===== config.mk =====
export PLATFORM = sky130hd
export DESIGN_NAME = decoder_scan_flat
export DESIGN_NICKNAME = d
export VERILOG_FILES = /design/src/rtl/decoder_scan_if.sv /design/src/rtl/decoder_scan.sv /design/src/flat_wrapper.sv
export SDC_FILE = /design/constraint.sdc
export NUM_CORES = 1
export LEC_CHECK = 0
export CORE_MARGIN = 10
export CORE_UTILIZATION = 30
export DETAILED_ROUTE_END_ITERATION = 10
export PLACE_DENSITY = 0.67
export SYNTH_ARGS = -nofsm -noshare
export SYNTH_HDL_FRONTEND = slang
export SYNTH_SLANG_ARGS = --single-unit

===== constraint.sdc =====
create_clock -name clock -period 1.7 [get_ports clock]
set_clock_uncertainty 0.05 [all_clocks]
set_input_delay 0.425 -clock clock [delete_from_list [all_inputs] [get_ports clock]]
set_output_delay 0.425 -clock clock [all_outputs]
set_load 0.1 [all_outputs]

===== src/rtl/decoder_scan_if.sv =====
// Control/status bundle for decoder_scan: the master drives enable, mode, select and load;
// the decoder returns the one-hot output, its index and the scan wrap pulse.
interface decoder_scan_if #(
    parameter int SEL_W = 2
);
    localparam int OUT_W = 1 << SEL_W;

    logic             en;
    logic             mode;
    logic [SEL_W-1:0] sel;
    logic             load;
    logic [OUT_W-1:0] out;
    logic [SEL_W-1:0] idx;
    logic             wrap;

    modport master (
        output en, mode, sel, load,
        input  out, idx, wrap
    );

    modport slave (
        input  en, mode, sel, load,
        output out, idx, wrap
    );
endinterface


===== src/rtl/decoder_scan.sv =====
// Registered SEL_W-to-2**SEL_W one-hot decoder with a direct-decode mode and an
// auto-scan mode that holds each index for DWELL enabled cycles.
module decoder_scan #(
    parameter int SEL_W      = 2,
    parameter int DWELL      = 4,
    parameter bit ACTIVE_LOW = 1'b0
) (
    input  logic           clock,
    input  logic           reset_n,
    decoder_scan_if.slave  bus
);
    localparam int OUT_W = 1 << SEL_W;
    localparam int DW_W  = (DWELL <= 2) ? 1 : $clog2(DWELL);
    localparam logic [DW_W-1:0]  DWELL_LAST = DW_W'(DWELL - 1);
    localparam logic [OUT_W-1:0] INACT      = {OUT_W{ACTIVE_LOW}};

    logic [SEL_W-1:0] idx_q, idx_d;
    logic [DW_W-1:0]  dwell_q, dwell_d;
    logic [OUT_W-1:0] out_q, out_d;
    logic             wrap_q, wrap_d;

    // Index to present on the output next cycle, and whether any bit is active at all.
    logic [SEL_W-1:0] out_idx;
    logic             out_act;

    always_comb begin
        idx_d   = idx_q;
        dwell_d = dwell_q;
        wrap_d  = 1'b0;
        out_idx = idx_q;
        out_act = 1'b0;
        if (!bus.en) begin
            out_act = 1'b0;
        end else if (!bus.mode || bus.load) begin
            idx_d   = bus.sel;
            dwell_d = '0;
            out_idx = bus.sel;
            out_act = 1'b1;
        end else if (dwell_q != DWELL_LAST) begin
            dwell_d = dwell_q + 1'b1;
            out_act = 1'b1;
        end else begin
            dwell_d = '0;
            idx_d   = idx_q + 1'b1;
            out_idx = idx_q + 1'b1;
            out_act = 1'b1;
            wrap_d  = (idx_q == {SEL_W{1'b1}});
        end
    end

    genvar gi;
    generate
        for (gi = 0; gi < OUT_W; gi++) begin : g_dec
            assign out_d[gi] = INACT[gi] ^ (out_act && (out_idx == SEL_W'(gi)));
        end
    endgenerate

    always_ff @(posedge clock or negedge reset_n) begin
        if (!reset_n) begin
            idx_q   <= '0;
            dwell_q <= '0;
            out_q   <= INACT;
            wrap_q  <= 1'b0;
        end else begin
            idx_q   <= idx_d;
            dwell_q <= dwell_d;
            out_q   <= out_d;
            wrap_q  <= wrap_d;
        end
    end

    assign bus.out  = out_q;
    assign bus.idx  = idx_q;
    assign bus.wrap = wrap_q;
endmodule


===== src/flat_wrapper.sv =====
// flat-port wrapper written by rule: the top's interface ports become plain ports
module decoder_scan_flat 
#(
    parameter int SEL_W      = 2,
    parameter int DWELL      = 4,
    parameter bit ACTIVE_LOW = 1'b0
)
  (clock, reset_n, bus_en, bus_mode, bus_sel, bus_load, bus_out, bus_idx, bus_wrap);
  decoder_scan_if #(.SEL_W(SEL_W)) bus_i ();
  input  logic clock;
  input  logic reset_n;
  input wire logic [$bits(bus_i.en)-1:0] bus_en;
  input wire logic [$bits(bus_i.mode)-1:0] bus_mode;
  input wire logic [$bits(bus_i.sel)-1:0] bus_sel;
  input wire logic [$bits(bus_i.load)-1:0] bus_load;
  output wire logic [$bits(bus_i.out)-1:0] bus_out;
  output wire logic [$bits(bus_i.idx)-1:0] bus_idx;
  output wire logic [$bits(bus_i.wrap)-1:0] bus_wrap;
  assign bus_i.en = bus_en;
  assign bus_i.mode = bus_mode;
  assign bus_i.sel = bus_sel;
  assign bus_i.load = bus_load;
  assign bus_out = bus_i.out;
  assign bus_idx = bus_i.idx;
  assign bus_wrap = bus_i.wrap;
  decoder_scan #(.SEL_W(SEL_W), .DWELL(DWELL), .ACTIVE_LOW(ACTIVE_LOW)) u_core (.clock(clock), .reset_n(reset_n), .bus(bus_i));
endmodule

; Word-level counts from Yosys, hierarchy flattened
; Cells that the tools add are included.
[word_totals]
register_bits = 9
in_bits = 7
output_inout_bits = 7
wordCells = 27
[classes]
addsub = 2
eq_ne = 5
mux = 9
reduce_logical = 7
[op_table]
columns = cell, n
row1 = two-way mux 2 bit, 5
row2 = "equality test 2 bit, second input constant", 3
row3 = "adder 2 x 1 -> 2 bit, second input constant", 2
row4 = logical AND 1 bit, 4
row5 = two-way mux 1 bit, 4
row6 = "equality test 2 x 1 -> 1 bit, second input constant", 1
row7 = zero test 2 bit, 1
row8 = "inequality test 2 bit, second input constant", 1
row9 = zero test 1 bit, 1
row10 = logical OR 1 bit, 1

; Logic depth before layout (Yosys ltp)
; Gate-level depths: netlist (run 1).
[depth]
ltp_word = 6
ltp_mapped = 4
mapped_depth_nobuf = 4

; Worst setup path after synthesis (run 1)
; OpenSTA, ideal clock, no wires.
[synth_path]
kind = flip-flop to flip-flop
start = register u_core.idx_q[0], in the netlist u_core.bus.idx[0]
end = register u_core.idx_q[1], in the netlist u_core.bus.idx[1]
setup_time_ns = 0.125
t_arrival_ns = 1.827
required_ns = 1.525
setup_slack_ns = -0.303
path_stages_with_launch = 5
n_path_buf = 0
period_less_slack_ns = 2.003
cell_sequence = dfrtp_1 > ha_1 > mux2_4 > mux2i_2 > o21ai_1
[synth_via]
elab_chain_len = 4
[synth_lines]
columns = element, line_no
row1 = from (decl), decoder_scan.sv:17  ; logic [SEL_W-1:0] idx_q, idx_d;
row2 = from (signal assigned), decoder_scan.sv:65  ; idx_q <= idx_d;
row3 = adder 2 x 1 -> 2 bit, decoder_scan.sv:44  ; idx_d = idx_q + 1'b1;
row4 = two-way mux 2 bit (3 in a row), n/a
; No other way between the ends.
; A chain may end at the register's enable or synchronous reset.

; Final worst setup path (run 1)
[layout_path]
start = register u_core.idx_q[0], in the netlist u_core.bus.idx[0]
end = register u_core.out_q[0], in the netlist u_core.bus.out[0]
[layout_via]
elab_chain_len = 6
[layout_lines]
columns = element, line_no
row1 = adder 2 x 1 -> 2 bit, decoder_scan.sv:45  ; out_idx = idx_q + 1'b1;
row2 = two-way mux 2 bit, decoder_scan.sv:39  ; end else if (dwell_q != DWELL_LAST) begin
row3 = two-way mux 2 bit, decoder_scan.sv:34  ; end else if (!bus.mode || bus.load) begin
row4 = two-way mux 2 bit *, decoder_scan.sv:32  ; if (!bus.en) begin
row5 = zero test 2 bit *, decoder_scan.sv:54  ; assign out_d[gi] = INACT[gi] ^ (out_act && (out_idx == SEL_W'(gi)));
row6 = logical AND 1 bit *, decoder_scan.sv:54
row7 = via u_core.out_d[0], decoder_scan.sv:19  ; logic [OUT_W-1:0] out_q, out_d;
row8 = to (signal assigned), decoder_scan.sv:67  ; out_q <= out_d;
row9 = to (decl), decoder_scan.sv:19
; The timed path passes the listed nets; every way through them passes the cells marked *.

==> results of run 1 <==
## cells by family (layout without fill, tap and decap cells)
group,count (synthesis),in the layout,share of synthesized area (%)
XOR/XNOR,1,1,2.01
adder cells (fa/ha/maj),3,3,8.60
AND/OR/NAND/NOR,12,12,14.3
multiplexers,2,2,6.59
buffers and inverters,2,20,1.72
AO/OA/AOI/OAI,8,8,15.2
flip-flops,9,9,51.6
## registers in the layout, summed over array words and instances (netlist names)
register	count
u_core.bus.out	4
u_core.bus.wrap	1
u_core.dwell_q	2
u_core.bus.idx	2
## area by class of cell
class,instances,area share (%)
flip-flops and latches,9,32.9
repair buffers,14,30.0
multi-input cells,26,29.5
clock buffers,4,3.80
well taps,15,2.71
inverters,2,1.08
## Yosys cell counts (2+ instances only)
master | n | area (sq um)
o22ai_1 | 2 | 12.5
dfrtp_1 | 9 | 225
nand2_1 | 5 | 18.8
inv_1 | 2 | 7.51
ha_1 | 3 | 37.5
nand2b_1 | 2 | 12.5
## through the flow
step           hold WS [ns]  setup WS [ns]  instance area [sq um]  std cells
2_1_floorplan        0.0794        0.00885                    439         37
3_3_place_gp          0.457         0.0697                    666         66
3_5_place_dp          0.470         0.0468                    666         66
4_1_cts               0.420          0.227                    692         70
5_1_grt               0.428          0.148                    692         70
6_report              0.409          0.231                    692         70
## how the worst max path moves through the flow
stage | startpoint | endpoint | slack (ns) | cells after the start
2_1_floorplan | u_core.bus.idx[0]$_DFF_PN0_ | u_core.bus.idx[1]$_DFF_PN0_ | 0.009 | 4
3_3_place_gp | bus_load | u_core.bus.out[0]$_DFF_PN0_ | 0.07 | 4
3_5_place_dp | bus_load | u_core.bus.idx[1]$_DFF_PN0_ | 0.05 | 4
4_1_cts | u_core.bus.idx[0]$_DFF_PN0_ | u_core.bus.out[0]$_DFF_PN0_ | 0.23 | 4
5_1_grt | u_core.dwell_q[0]$_DFFE_PN0P_ | u_core.bus.out[0]$_DFF_PN0_ | 0.15 | 4
6_report | u_core.bus.idx[0]$_DFF_PN0_ | u_core.bus.out[0]$_DFF_PN0_ | 0.23 | 4
## routing by layer
layer	vias up	global-route usage [%]	wire length (microns)
li1	164	-	-
met1	161	5.70	359
met2	15	9.20	421
met3	2	5.66	130
met4	0	3.02	13
met5	-	0	0
## power groups by stage
| stage | Clock [mW] | Sequential, mW | Combinational [mW] |
|---|---|---|---|
| floorplan | 0 | 0.325 | 0.0468 |
| global placement | 0 | 0.251 | 0.205 |
| detailed placement | 0 | 0.252 | 0.208 |
| CTS | 0.172 | 0.248 | 0.207 |
| global route | 0.182 | 0.249 | 0.218 |
| finish | 0.164 | 0.247 | 0.205 |
## critical path, cell delays in order, from the launching register on
cell and delay [ns]:
dfrtp_2 0.44, ha_1 0.30, mux2_4 0.27, mux2i_2 0.20, o21ba_1 0.14
==> impl_metrics.py, run 1 <==
metrics = {
    "grt": {
        "antenna_found_initial": 0,
        "grt_max_degree": 10,
        "first_global_vias": 359,
        "track_usage_pct": 6.18,
        "overflow": 0,
        "grt_pass1_wl_mm": 1.57,
    },
    "worst_setup_path": {
        "rr_worst_depth": 4,
        "crit_fanout": 4,
        "path_class": "flip-flop to flip-flop",
        "critPathRequiredTime_ns": 1.85,
        "reg2reg_to": "u_core.bus.out[0]$_DFF_PN0_",
        "cp-start-kind": "flip-flop",
        "crit_arrival_ns": 1.62,
        "regToRegSetupSlack_ns": 0.23,
        "worstReg2RegStart": "u_core.bus.idx[0]$_DFF_PN0_",
        "crit_path_end_kind": "flip-flop",
    },
    "floorplanning": {
        "num_rows": 13,
        "pin_count": 14,
        "start_util_pct": 32.7,
        "die_area_sq_um": 3380,
        "core_area_sq_um": 1330,
        "fp.dieH_microns": 58.2,
        "die_x_microns": 58.2,
    },
    "sta": {
        "tightest_slew_ns": 0.405,
        "grt_setup_unrepaired": "no",
        "fin_crit_ns": 1.47,
        "final_hold_viol_count": 0,
        "fin_crit_sh_pct": 86.4,
        "final_max_slew_viol_count": 0,
        "slew_headroom_pct": 72.9,
        "setup_viol": 0,
        "clock.fmax_mhz": 681,
        "tns_ns": 0,
    },
    "placement": {
        "io_buffers": 13,
        "gp_congestion": 0.771,
        "hpwl_microns": 779,
    },
    "cts": {
        "cts_buffers": 3,
        "htree_levels": 1,
        "clock_path_buffers": 2,
        "post_cts_buffers": 0,
        "clkTransAtPathRegs_ns": 0.06,
        "cts.sinks": 9,
        "cts_hold_buf": 0,
        "cts_root_buf": "clkbuf_4",
        "cts_resized": 0,
        "tritoncts": "done",
        "clkLatencyLatePin_ns": 0.26,
    },
    "synth": {
        "yosys_warnings": 0,
        "synth_cells": 37,
        "ys.flop_type": "dfrtp_1",
        "yosys.cell_types.count": 20,
        "synthArstFlopShare_pct": 100,
        "syn-num-nets": 47,
        "ys_seq_elements": 9,
        "synth_area_sq_um": 437,
        "synth_edf_count": 0,
        "syn_avg_cell_area_sq_um": 11.8,
        "ys_seq_area_share_pct": 51.6,
    },
    "pwr": {
        "intPower_mw": 0.404,
        "power_frac_seq_pct": 40.1,
        "p_switching_mw": 0.212,
        "switching_share_pct": 34.5,
        "p_leak_nw": 0.319,
        "power_density_nw_per_um2": 890,
        "clkPwrFrac_pct": 26.6,
        "total_power_mw": 0.616,
        "ir_worst_vdd_mv": 0.545,
        "combPwrFrac_pct": 33.3,
    },
    "cells_and_area": {
        "finalNetCount": 66,
        "diodes": 0,
        "utilization_pct": 51.9,
        "syn2layout_area_growth_pct": 58.5,
        "drive_gt1_share_pct": 30.9,
        "nFillCells": 113,
        "final_cell_mix": "7 x buf_12, 7 x dfrtp_1, 6 x clkdlybuf4s50_1",
        "seq_area_sq_um": 228,
        "multi_input_area_sq_um": 204,
    },
    "routing": {
        "first_iter_violations": 11,
        "drc": 0,
        "drtAntennaViolNets": 0,
        "viasPerCell": 4.89,
        "avgRoutedWirePerCell_microns": 13.2,
        "wl_microns": 925,
        "route.vias.total": 342,
        "drtPass1Iterations": 4,
    },
    "hold_path": {
        "hold_path.class": "primary input to async pin",
    },
    "run": {
        "cap_violations": 0,
    },
    "run_status": {
        "status": "completed",
    },
}
No activity file was read; power rests on OpenSTA's default activity.
==> run 2: changes to the inputs <==
Settings changed: CORE_UTILIZATION 30 to 28, PLACE_DENSITY 0.67 to 0.64.
==> run 2 against run 1 <==
  * Sequential share of layout area is 0.059 points lower
  * Largest power group unchanged
  * Critical endpoint unchanged
  * First-iteration DRC count decreased by 27%
  * Count of clock-buffer cells in the layout stayed put
  * Die area increased by 4.7%
==> impl_metrics.py, run 2 (synthesized netlist as in run 1, its figures left out) <==
metrics = {
    "worst_setup_path": {
        "cp.depth": 4,
        "worstReg2RegStart": "u_core.bus.idx[0]$_DFF_PN0_",
        "crit_buf_inv": 0,
        "critPathRequiredTime_ns": 1.85,
        "cp-start-kind": "flip-flop",
        "crit_fanout": 4,
        "crit_path_end_kind": "flip-flop",
        "critPathCapture": "u_core.bus.out[0]$_DFF_PN0_",
        "cpPeakStageDelay_ns": 0.45,
        "regToRegSetupSlack_ns": 0.20,
        "crit_chain": "ha_1 -> mux2_4 -> mux2i_2 -> o21ba_1",
        "crit_family": "multiplexers",
        "path_class": "flip-flop to flip-flop",
        "crit_arrival_ns": 1.65,
        "reg2reg_to": "u_core.bus.out[0]$_DFF_PN0_",
        "cp_slowest_cell": "dfrtp_2",
        "rr_worst_depth": 4,
        "crit_start": "u_core.bus.idx[0]$_DFF_PN0_",
    },
    "cts": {
        "clkLatencyLatePin_ns": 0.26,
        "tritoncts": "done",
        "cts_hold_buf": 0,
        "cts.sinks": 9,
        "htree_levels": 1,
        "clock_path_buffers": 2,
        "cts_buffers": 3,
        "clkTransAtPathRegs_ns": 0.06,
        "post_cts_buffers": 0,
        "cts_root_buf": "clkbuf_4",
        "cts_resized": 0,
    },
    "sta": {
        "fin_crit_sh_pct": 88.4,
        "clock.fmax_mhz": 665,
        "tns_ns": 0,
        "final_max_slew_viol_count": 0,
        "setup_viol": 0,
        "grt_setup_unrepaired": "no",
        "slew_headroom_pct": 73.2,
        "holdWs_ns": 0.406,
        "setup_slack_ns": 0.197,
        "fin_crit_ns": 1.50,
        "final_hold_viol_count": 0,
        "tightest_slew_ns": 0.400,
    },
    "cells_and_area": {
        "largest_reg_flops": 4,
        "final_cell_mix": "7 x buf_12, 7 x dfrtp_1, 6 x clkdlybuf4s50_1",
        "syn2layout_area_growth_pct": 58.7,
        "diodes": 0,
        "drive_gt1_share_pct": 30.9,
        "nFillCells": 126,
        "finalNetCount": 66,
    },
    "placement": {
        "gp_congestion": 0.750,
        "place_ws_ns": 0.0124,
        "hpwl_microns": 785,
        "io_buffers": 13,
    },
    "routing": {
        "first_iter_violations": 8,
        "drc": 0,
        "viasPerCell": 4.70,
        "wl_microns": 957,
        "drtAntennaViolNets": 0,
        "avgRoutedWirePerCell_microns": 13.5,
        "drtPass1Iterations": 4,
        "route.vias.total": 334,
    },
    "pwr": {
        "power_density_nw_per_um2": 891,
        "power_frac_seq_pct": 40.2,
        "p_leak_nw": 0.319,
        "switching_share_pct": 34.6,
        "combPwrFrac_pct": 33.4,
        "ir_worst_vdd_mv": 0.519,
        "intPower_mw": 0.404,
        "p_switching_mw": 0.214,
        "clkPwrFrac_pct": 26.4,
    },
    "hold_path": {
        "hold_path.class": "primary input to async pin",
    },
    "floorplanning": {
        "num_rows": 14,
        "fp.dieH_microns": 59.5,
        "pin_count": 14,
        "die_area_sq_um": 3540,
        "core_area_sq_um": 1490,
        "die_x_microns": 59.5,
        "start_util_pct": 29.3,
    },
    "grt": {
        "antenna_found_initial": 0,
        "first_global_vias": 374,
        "grt_max_degree": 10,
        "grt_pass1_wl_mm": 1.76,
        "track_usage_pct": 6.68,
        "overflow": 0,
    },
    "run_status": {
        "status": "completed",
    },
    "run": {
        "cap_violations": 0,
    },
}
[run 2: cell counts in the layout (fill, tap and decap cells not counted)]
Identical to the previous run, type by type.
[run 2: how the worst min path moves through the flow]
| stage | from | endpoint | slack, ns |
|---|---|---|---|
| final | reset_n | u_core.bus.wrap$_DFF_PN0_ | 0.41 |
| after global routing | reset_n | u_core.bus.out[2]$_DFF_PN0_ | 0.43 |
| after CTS | reset_n | u_core.dwell_q[1]$_DFFE_PN0P_ | 0.43 |
| after detailed placement | u_core.dwell_q[1]$_DFFE_PN0P_ | u_core.dwell_q[1]$_DFFE_PN0P_ | 0.46 |
| after global placement | u_core.dwell_q[1]$_DFFE_PN0P_ | u_core.dwell_q[1]$_DFFE_PN0P_ | 0.45 |
| after floorplan | reset_n | u_core.bus.idx[0]$_DFF_PN0_ | 0.08 |
[run 2: power groups by stage]
stage	Clock [mW]	Sequential (mW)	Combinational (mW)
finish	0.163	0.248	0.206
floorplan	0	0.325	0.0468
detailed placement	0	0.252	0.208
global placement	0	0.252	0.206
global route	0.187	0.250	0.218
CTS	0.169	0.249	0.208
[run 2: cell type report]
cell class,instances,area [sq um],share of cell area [%]
Inverter,2,7.51,1.08
Clock buffer,4,26.3,3.79
Multi-Input combinational cell,26,204,29.4
Sequential cell,9,228,32.9
Tap cell,16,20.0,2.89
Timing Repair Buffer,14,208,30.0
[run 2: metrics by stage]
step | power (mW) | cells | instance area (sq um) | util, %
finish | 0.617 | 71 | 693 | 46.6
global route | 0.655 | 71 | 693 | 46.6
CTS | 0.627 | 71 | 693 | 46.6
detailed placement | 0.461 | 67 | 667 | 44.8
global placement | 0.459 | 67 | 667 | 44.8
floorplan | 0.372 | 37 | 439 | -
[run 2: routing by layer]
metal  wire length, microns  GRT usage, %  part of all wire [%]
met5                      0             0                     0
met4                     32          4.81                   3.3
met3                     87          4.08                   9.1
met2                    466          10.1                    49
met1                    370          6.59                    39
==> run 3: changes to the inputs <==
Settings changed: CORE_AREA set to 10 10 47 49, CORE_MARGIN 10 to not set, CORE_UTILIZATION 28 to not set, DIE_AREA set to 0 0 57 59, PLACE_DENSITY 0.64 to 0.71.
==> run 3 against run 2 <==
  * Highest routed layer unchanged
  * Via count increased by 0.60%
  * Cell count unchanged
  * Core utilization increased by 2.9 points
  * Die area decreased by 5.0%
  * Critical endpoint is now u_core.bus.idx[1]$_DFF_PN0_
  * Critical path depth unchanged
  * Count of clock-buffer cells in the layout unchanged
  * Power increased by 0.20%
==> impl_metrics.py, run 3 (synthesized netlist as in run 1, its figures left out) <==
metrics = {
    "sta": {
        "tns_ns": 0,
        "fin_crit_sh_pct": 86.4,
        "holdWs_ns": 0.402,
        "clock.fmax_mhz": 681,
        "fin_crit_ns": 1.47,
        "final_hold_viol_count": 0,
        "setup_viol": 0,
        "grt_setup_unrepaired": "no",
        "final_max_slew_viol_count": 0,
        "slew_headroom_pct": 73.2,
        "tightest_slew_ns": 0.400,
    },
    "worst_setup_path": {
        "crit_buf_inv": 0,
        "cpPeakStageDelay_ns": 0.45,
        "cp-start-kind": "flip-flop",
        "crit_family": "multiplexers",
        "path_class": "flip-flop to flip-flop",
        "cp_slowest_cell": "dfrtp_2",
        "crit_arrival_ns": 1.56,
        "critPathRequiredTime_ns": 1.79,
        "crit_path_end_kind": "flip-flop",
        "crit_fanout": 4,
        "crit_chain": "ha_1 -> mux2_4 -> mux2i_2 -> o21ai_1",
    },
    "cells_and_area": {
        "largest_reg_flops": 4,
        "nFillCells": 134,
        "diodes": 0,
        "stdcell_area_sq_um": 693,
        "syn2layout_area_growth_pct": 58.7,
        "finalNetCount": 66,
        "final_cell_mix": "7 x buf_12, 7 x dfrtp_1, 6 x clkdlybuf4s50_1",
        "drive_gt1_share_pct": 30.9,
    },
    "grt": {
        "grt_pass1_wl_mm": 1.51,
        "grt_max_degree": 10,
        "antenna_found_initial": 0,
        "first_global_vias": 342,
        "track_usage_pct": 5.99,
        "overflow": 0,
    },
    "placement": {
        "hpwl_microns": 731,
        "dpl-instance-area_sq_um": 667,
        "io_buffers": 13,
        "gp_congestion": 0.806,
    },
    "cts": {
        "tritoncts": "done",
        "clkLatencyLatePin_ns": 0.26,
        "htree_levels": 1,
        "cts_resized": 0,
        "clkTransAtPathRegs_ns": 0.06,
        "clock_path_buffers": 2,
        "cts_root_buf": "clkbuf_4",
        "cts_buffers": 3,
        "cts.sinks": 9,
        "cts_hold_buf": 0,
        "post_cts_buffers": 0,
    },
    "hold_path": {
        "hold_path.class": "primary input to async pin",
    },
    "pwr": {
        "clkPwrFrac_pct": 26.7,
        "ir_worst_vdd_mv": 0.465,
        "intPower_mw": 0.404,
        "switching_share_pct": 34.7,
        "combPwrFrac_pct": 33.2,
        "power_density_nw_per_um2": 892,
        "p_leak_nw": 0.319,
        "p_switching_mw": 0.215,
        "power_frac_seq_pct": 40.1,
    },
    "floorplanning": {
        "num_rows": 14,
        "die_area_sq_um": 3360,
        "fp.dieH_microns": 59,
        "start_util_pct": 31.2,
        "die_x_microns": 57,
        "core_area_sq_um": 1400,
        "pin_count": 14,
    },
    "run": {
        "cap_violations": 0,
    },
    "routing": {
        "first_iter_violations": 9,
        "drtAntennaViolNets": 0,
        "viasPerCell": 4.73,
        "drc": 0,
        "wl_microns": 889,
        "drtPass1Iterations": 4,
        "route.vias.total": 336,
        "avgRoutedWirePerCell_microns": 12.5,
    },
    "run_status": {
        "status": "completed",
    },
}
## run 3: cell counts in the layout (fill, tap and decap cells not counted)
Identical to the previous run, type by type.
## run 3: cell type report
type | count | area, sq um | share of cell area, %
inverter | 2 | 7.51 | 1.08
sequential | 9 | 228 | 32.9
clock buffer | 4 | 26.3 | 3.79
timing repair buffer | 14 | 208 | 30.0
tap | 16 | 20.0 | 2.89
multi-input combinational | 26 | 204 | 29.4
## run 3: path summary, 6_finish.rpt
kind,startpoint,end,slack [ns],depth (start not counted)
worst min-delay path,reset_n,u_core.dwell_q[1]$_DFFE_PN0P_,0.40,1
worst max register to register,u_core.bus.idx[0]$_DFF_PN0_,u_core.bus.idx[1]$_DFF_PN0_,0.23,4
min in group clock,u_core.dwell_q[0]$_DFFE_PN0P_,u_core.dwell_q[0]$_DFFE_PN0P_,0.47,1
worst max-delay path,u_core.bus.idx[0]$_DFF_PN0_,u_core.bus.idx[1]$_DFF_PN0_,0.23,4
max in group asynchronous,reset_n,u_core.bus.idx[1]$_DFF_PN0_,0.89,1
worst min register to register,u_core.dwell_q[0]$_DFFE_PN0P_,u_core.dwell_q[0]$_DFFE_PN0P_,0.47,1
## run 3: per-layer routing
| metal | GRT usage, % | vias to the layer above | wire (microns) |
|---|---|---|---|
| li1 | - | 168 | - |
| met1 | 5.90 | 152 | 361 |
| met2 | 7.60 | 13 | 378 |
| met3 | 5.36 | 3 | 123 |
| met4 | 5.03 | 0 | 25 |
| met5 | 0 | - | 0 |
## run 3: metrics by stage
step           worst slack [ns]  instances  utilization [%]  power, mW
2_1_floorplan           0.00885         37                -      0.372
6_report                  0.231         71             49.5      0.619
3_5_place_dp             0.0502         67             47.6      0.458
3_3_place_gp             0.0676         67             47.6      0.456
4_1_cts                   0.232         71             49.5      0.624
5_1_grt                   0.144         71             49.5      0.653
## run 3: power by group through the flow
| stage | Combinational [mW] | Sequential (mW) | Clock (mW) |
|---|---|---|---|
| 2_1_floorplan | 0.0468 | 0.325 | 0 |
| 3_3_place_gp | 0.204 | 0.252 | 0 |
| 3_5_place_dp | 0.207 | 0.251 | 0 |
| 4_1_cts | 0.207 | 0.248 | 0.169 |
| 5_1_grt | 0.216 | 0.250 | 0.187 |
| 6_report | 0.205 | 0.248 | 0.165 |
